[src/rtl/hetic_pkg.sv]
// Shared types and default sizing for the interrupt sequencer.
package hetic_pkg;

    localparam int unsigned DefIrqLines  = 64;
    localparam int unsigned DefIrqPrios  = 32;
    localparam int unsigned DefNestDepth = 4;
    localparam int unsigned PkgPrioWidth = $clog2(DefIrqPrios);

    // Context saved for an interrupted handler
    typedef struct packed {
        logic [PkgPrioWidth-1:0] level;
        logic                    nest;
    } irq_frame_t;

    localparam int unsigned FrameWidth = $bits(irq_frame_t);

    typedef enum logic [1:0] {
        IDLE   = 2'd0,
        ACK    = 2'd1,
        SETTLE = 2'd2
    } state_e;

endpackage

[src/rtl/hetic_irq_sequencer_stack.sv]
// LIFO of interrupted-handler frames; push beyond full and pop when empty are ignored.
module irq_nest_stack #(
    parameter int unsigned Depth    = 4,
    parameter int unsigned Width    = 6,
    parameter int unsigned CntWidth = $clog2(Depth + 1)
) (
    input  logic                clk_i,
    input  logic                rst_ni,
    input  logic                push_i,
    input  logic                pop_i,
    input  logic [Width-1:0]    data_i,
    output logic [Width-1:0]    top_o,
    output logic [CntWidth-1:0] count_o
);

    logic [Width-1:0]    mem_q [Depth];
    logic [CntWidth-1:0] count_q;

    always_ff @(posedge clk_i or negedge rst_ni) begin
        if (!rst_ni) begin
            count_q <= '0;
            for (int i = 0; i < Depth; i++) begin
                mem_q[i] <= '0;
            end
        end else if (push_i && (count_q < CntWidth'(Depth))) begin
            for (int i = 0; i < Depth; i++) begin
                if (count_q == CntWidth'(i)) begin
                    mem_q[i] <= data_i;
                end
            end
            count_q <= count_q + CntWidth'(1);
        end else if (pop_i && (count_q != '0)) begin
            count_q <= count_q - CntWidth'(1);
        end
    end

    always_comb begin
        top_o = '0;
        for (int i = 0; i < Depth; i++) begin
            if (count_q == CntWidth'(i + 1)) begin
                top_o = mem_q[i];
            end
        end
    end

    assign count_o = count_q;

endmodule

[src/rtl/hetic_irq_sequencer.sv]
// Core-side take/claim sequencer with a nesting stack that restores the
// handler level on trap return.
module hetic_irq_sequencer
    import hetic_pkg::*;
#(
    parameter int unsigned NrIrqLines = DefIrqLines,
    parameter int unsigned NrIrqPrios = DefIrqPrios,
    parameter int unsigned NestDepth  = DefNestDepth
) (
    input  logic                          clk_i,
    input  logic                          rst_ni,
    input  logic                          irq_valid_i,
    input  logic [$clog2(NrIrqLines)-1:0] irq_id_i,
    input  logic [$clog2(NrIrqPrios)-1:0] irq_level_i,
    input  logic                          irq_heti_i,
    input  logic                          irq_nest_i,
    output logic                          irq_ack_o,
    output logic [$clog2(NrIrqLines)-1:0] irq_id_o,
    input  logic                          global_ie_i,
    input  logic                          core_ready_i,
    input  logic                          trap_done_i,
    output logic                          take_o,
    output logic [$clog2(NrIrqLines)-1:0] take_id_o,
    output logic                          take_heti_o,
    output logic [$clog2(NrIrqPrios)-1:0] cur_level_o,
    output logic [$clog2(NestDepth+1)-1:0] depth_o,
    output logic                          underflow_o
);

    localparam int unsigned IrqWidth   = $clog2(NrIrqLines);
    localparam int unsigned PrioWidth  = $clog2(NrIrqPrios);
    localparam int unsigned DepthWidth = $clog2(NestDepth + 1);

    state_e                state_q, state_d;
    logic [PrioWidth-1:0]  cur_level_q, cur_level_d;
    logic                  cur_nest_q, cur_nest_d;
    logic [IrqWidth-1:0]   id_q, id_d;
    logic                  underflow_q, underflow_d;

    logic                  push, pop, eligible;
    logic [DepthWidth-1:0] depth;
    irq_frame_t            push_frame, top_frame;

    irq_nest_stack #(
        .Depth    (NestDepth),
        .Width    (FrameWidth),
        .CntWidth (DepthWidth)
    ) u_stack (
        .clk_i   (clk_i),
        .rst_ni  (rst_ni),
        .push_i  (push),
        .pop_i   (pop),
        .data_i  (push_frame),
        .top_o   (top_frame),
        .count_o (depth)
    );

    assign push_frame.level = PkgPrioWidth'(cur_level_q);
    assign push_frame.nest  = cur_nest_q;

    // A return in the same cycle blocks the take; it is re-evaluated at the restored level
    assign eligible = irq_valid_i & global_ie_i & ~trap_done_i
                    & (depth < DepthWidth'(NestDepth))
                    & (irq_level_i > cur_level_q)
                    & ((depth == '0) | cur_nest_q);

    always_ff @(posedge clk_i or negedge rst_ni) begin
        if (!rst_ni) begin
            state_q     <= IDLE;
            cur_level_q <= '0;
            cur_nest_q  <= 1'b1;
            id_q        <= '0;
            underflow_q <= 1'b0;
        end else begin
            state_q     <= state_d;
            cur_level_q <= cur_level_d;
            cur_nest_q  <= cur_nest_d;
            id_q        <= id_d;
            underflow_q <= underflow_d;
        end
    end

    always_comb begin
        state_d     = state_q;
        cur_level_d = cur_level_q;
        cur_nest_d  = cur_nest_q;
        id_d        = id_q;
        underflow_d = underflow_q;
        push        = 1'b0;
        pop         = 1'b0;
        take_o      = 1'b0;
        irq_ack_o   = 1'b0;
        irq_id_o    = '0;

        case (state_q)
            IDLE: begin
                take_o = eligible;
                if (eligible && core_ready_i) begin
                    push        = 1'b1;
                    cur_level_d = irq_level_i;
                    cur_nest_d  = irq_nest_i;
                    id_d        = irq_id_i;
                    state_d     = ACK;
                end
            end
            ACK: begin
                irq_ack_o = 1'b1;
                irq_id_o  = id_q;
                state_d   = SETTLE;
            end
            SETTLE: begin
                state_d = IDLE;
            end
            default: begin
                state_d = IDLE;
            end
        endcase

        // Returns are honoured in every state, independent of the claim sequence
        if (trap_done_i) begin
            if (depth != '0) begin
                pop         = 1'b1;
                cur_level_d = PrioWidth'(top_frame.level);
                cur_nest_d  = top_frame.nest;
            end else begin
                underflow_d = 1'b1;
            end
        end
    end

    assign take_id_o   = irq_id_i;
    assign take_heti_o = irq_heti_i;
    assign cur_level_o = cur_level_q;
    assign depth_o     = depth;
    assign underflow_o = underflow_q;

endmodule

[config.mk]
export PLATFORM = sky130hd
export DESIGN_NAME = hetic_irq_sequencer
export DESIGN_NICKNAME = d
export VERILOG_FILES = /design/src/rtl/hetic_pkg.sv /design/src/rtl/hetic_irq_sequencer_stack.sv /design/src/rtl/hetic_irq_sequencer.sv
export SDC_FILE = /design/constraint.sdc
export NUM_CORES = 1
export LEC_CHECK = 0
export ABC_AREA = 1
export CORE_AREA = 8 8 77 79
export DETAILED_ROUTE_END_ITERATION = 7
export DIE_AREA = 0 0 85 87
export PLACE_DENSITY = 0.78
export SLEW_MARGIN = 40
export SYNTH_ARGS = -nofsm -noshare
export SYNTH_HDL_FRONTEND = slang
export SYNTH_SLANG_ARGS = --single-unit
[constraint.sdc]
create_clock -name clk_i -period 2.25 [get_ports clk_i]
set_input_delay 0.5625 -clock clk_i [delete_from_list [all_inputs] [get_ports clk_i]]
set_output_delay 0.5625 -clock clk_i [all_outputs]
set_load 0.005 [all_outputs]
==> summary.txt <==
Final layout
  • Post-Route Utilization: 64.4%
  • Fin area: 3120 um2
  • Share of cells above drive strength 1: 18.0%
  • Nets: 395
  • Multi-input logic area: 1150 um2
  • Layout area overhead: 30.3%
  • Register area: 1050 um2
  • Ant diodes: 0
  • Filler cells: 397

Worst setup path
  • Arr. time, crit path: 1.66 ns
  • Reg2reg path depth: 14
  • CP Launch Type: input pin
  • R2R Path End: cur_level_o[0]
  • WS Path Type: input pin to primary output
  • Peak fanout along the critical path: 2
  • WP data required: between 1.5 and 2 ns
  • R2r startpoint: cur_level_o[4]
  • Worst setup EP type: primary output
  • Reg2reg setup slack: ~0.27 ns
  • CP Launch Point: irq_level_i[1]
  • Termination of the worst setup path: take_o

STA
  • Rel. slew slack: 65.0%
  • Final hold vios: 0
  • Worst-Margin Slew: between 0.5 and 0.6 ns
  • Setup TNS: 0 ns
  • Fin crit share: roughly 99%
  • Min cycle time layout: roughly 2.2 ns
  • RSZ-0062 raised after global routing: yes
  • Worst hold margin: roughly 0.33 ns
  • # setup viols final: 0
  • Final max-slew violation count: 0
  • Worst clock skew: approximately 0.0096 ns
  • Max Freq: 450 MHz

Power
  • Pleak: 0.00169 uW
  • Seq pwr share: 35.6%
  • Pint: 1800 uW
  • Max VDD drop: between 0.6 and 0.7 mV
  • Psw: between 1000 and 1500 uW
  • Sw Ratio: 39.8%
  • Clock power share: 17.0%
  • PD cells: 958 nW/um2
  • Gate power share: 47.4%

GRT
  • Vias in the first global route: 2,129
  • GRT overflow: 0
  • GRT Overall Usage: approximately 16%
  • Initial antenna violation count: 0
  • Pin count of the biggest net entering global routing: between 40 and 50
  • First-pass GRT wire length: 9.78 mm

Synthesis
  • Sequential fraction of the synthesis area: 43.9%
  • Share of synthesized registers carrying an async set or reset: 100%
  • EDFF count, synth: 0
  • Synth area leader: dfrtp_1
  • Yosys warns: 0
  • Post-synth top area share: 42.8%
  • Flops & latches, synth: 42
  • Count leader, synth: nand2_1
  • Synthesized Nets: 335
  • Mapped Cells: 305
  • Largest cells by area after synthesis: dfrtp_1 (43%), nand2_1 (15%), o21ai_0 (7.7%)
  • Post-synth top flop: dfrtp_1
  • Synth unique cells: 26
  • Synth Cell Area: ~2400 um2
  • Syn_area_per_cell: 7.86 um2
  • Synth top cells by count: nand2_1 (93), dfrtp_1 (41), inv_1 (39)

Drt
  • Drt wl/cell: 14.2 um
  • Drt drc: 0
  • ANT nets after route: 0
  • Pre-antenna DRT Iters: 5
  • Initial DRC count: about 190
  • Post-Route WL: 5.98 mm
  • Vias per cell: 5.28
  • Routed via count: between 2,000 and 2,500

Place
  • DP Area: 2940 um2
  • Global placement routability congestion: 0.851
  • I/O Buffers: 40
  • HPWL after detailed placement: 4.41 mm

Clock network
  • CTS Buf Count: 5
  • Root Driver: clkbuf_8
  • Sink Count: 42
  • H-Tree Depth: 2
  • Clock latency on the worst-skew pair: 0.30 ns
  • CTS tree: yes
  • Clock buffer depth: 2
  • Worst-path clk slew: around 0.08 ns

Die
  • Starting Density: between 40% and 50%
  • Die W: about 85 um
  • Cell Rows: 26
  • I/O Pins: 43
  • Die height: 87 um
  • Die ar.: approximately 7400 um2
  • CORE AREA: about 4800 um2

Hold path
  • Hold Path Class: input pin to asynchronous set/reset pin

Run
  • Max-cap violations: 0

Outcome
  • Outcome: finished clean
through the flow:
stage	power, uW	instances	worst slack (ns)
3_3_place_gp	2370	410	-0.611
5_1_grt	3220	422	-0.0574
2_1_floorplan	1860	305	0.338
3_5_place_dp	2420	410	-0.647
4_1_cts	2960	421	0.00384
6_report	2990	422	0.0262
what timing repair did:
item | in CTS | in global routing
gates resized for setup | 16 | 8
hold buffers | 0 | 0
endpoints found under the setup margin | 1 | 4
buffers inserted | 3 | 1
endpoints found under the hold margin | 0 | 0
pin swaps | 10 | 6
critical path, cell delays in order:
cell           delay (ns)
dlygate4sd2_1        0.25
ha_1                 0.30
nand2_2              0.10
nor2_2               0.05
nand2_2              0.06
nand3_2              0.07
nor3_2               0.14
buf_2                0.13
state kept, by name, indices dropped and copies added, names as in the netlist:
register and flops:
id_q 6, cur_nest_q 1, state_q 2, underflow_o 1, u_stack.mem_q 24, u_stack.count_o 3, cur_level_o 5
layout by cell type (no fill, tap or decap), drive strengths merged:
cell type | Yosys | routed
xor2 | 2 | 2
dfstp | 1 | 1
nand3 | 20 | 20
dlygate4sd2 | 0 | 6
dfrtp | 41 | 41
o22ai | 6 | 6
clkdlybuf4s50 | 0 | 32
ha | 11 | 11
inv | 42 | 42
nor3 | 2 | 2
o21ai | 37 | 37
buf | 13 | 31
nor2 | 20 | 20
clkbuf | 3 | 7
nand4 | 8 | 8
nand2 | 97 | 97
a21oi | 1 | 1
clkinv | 0 | 1
o21bai | 1 | 1
how the worst min path moves through the flow:
stage | start | endpoint | slack (ns) | cells after the start
6_report | rst_ni | cur_level_o[4] | 0.33 | 2
5_1_grt | rst_ni | u_stack.mem_q[3] | 0.38 | 2
3_5_place_dp | state_q[1] | state_q[1] | 0.45 | 1
4_1_cts | rst_ni | cur_level_o[1] | 0.35 | 2
3_3_place_gp | state_q[1] | state_q[1] | 0.44 | 1
2_1_floorplan | rst_ni | cur_level_o[0] | 0.27 | 0
metal layers:
| layer | track usage (%) | share of wire, % | vias up |
|---|---|---|---|
| li1 | - | - | 1084 |
| met1 | 20.3 | 43 | 1034 |
| met2 | 27.2 | 48 | 98 |
| met3 | 4.53 | 7.8 | 11 |
| met4 | 3.72 | 1.0 | 0 |
| met5 | 0 | 0 | - |
logic make-up after synthesis:
kind of cell             synth area share [%]
AO/OA/AOI/OAI                            9.81
XOR/XNOR                                0.731
adder cells (fa/ha/maj)                  5.74
buffers and inverters                    11.0
flip-flops                               43.9
AND/OR/NAND/NOR                          28.8
cell type report:
cell class	count	share of cell area, %
Sequential cell	42	33.7
Clock buffer	7	2.76
Tap cell	56	2.24
Multi-Input combinational cell	205	36.8
Inverter	42	5.13
Timing Repair Buffer	69	19.2
Clock inverter	1	0.160
power groups by stage:
stage	sequential [uW]	clock (uW)	combinational [uW]
3_5_place_dp	1080	0	1340
5_1_grt	1090	551	1570
2_1_floorplan	1110	0	753
3_3_place_gp	1070	0	1290
4_1_cts	1070	514	1380
6_report	1070	509	1420
Note: power is estimated with default switching activity, not from simulation.
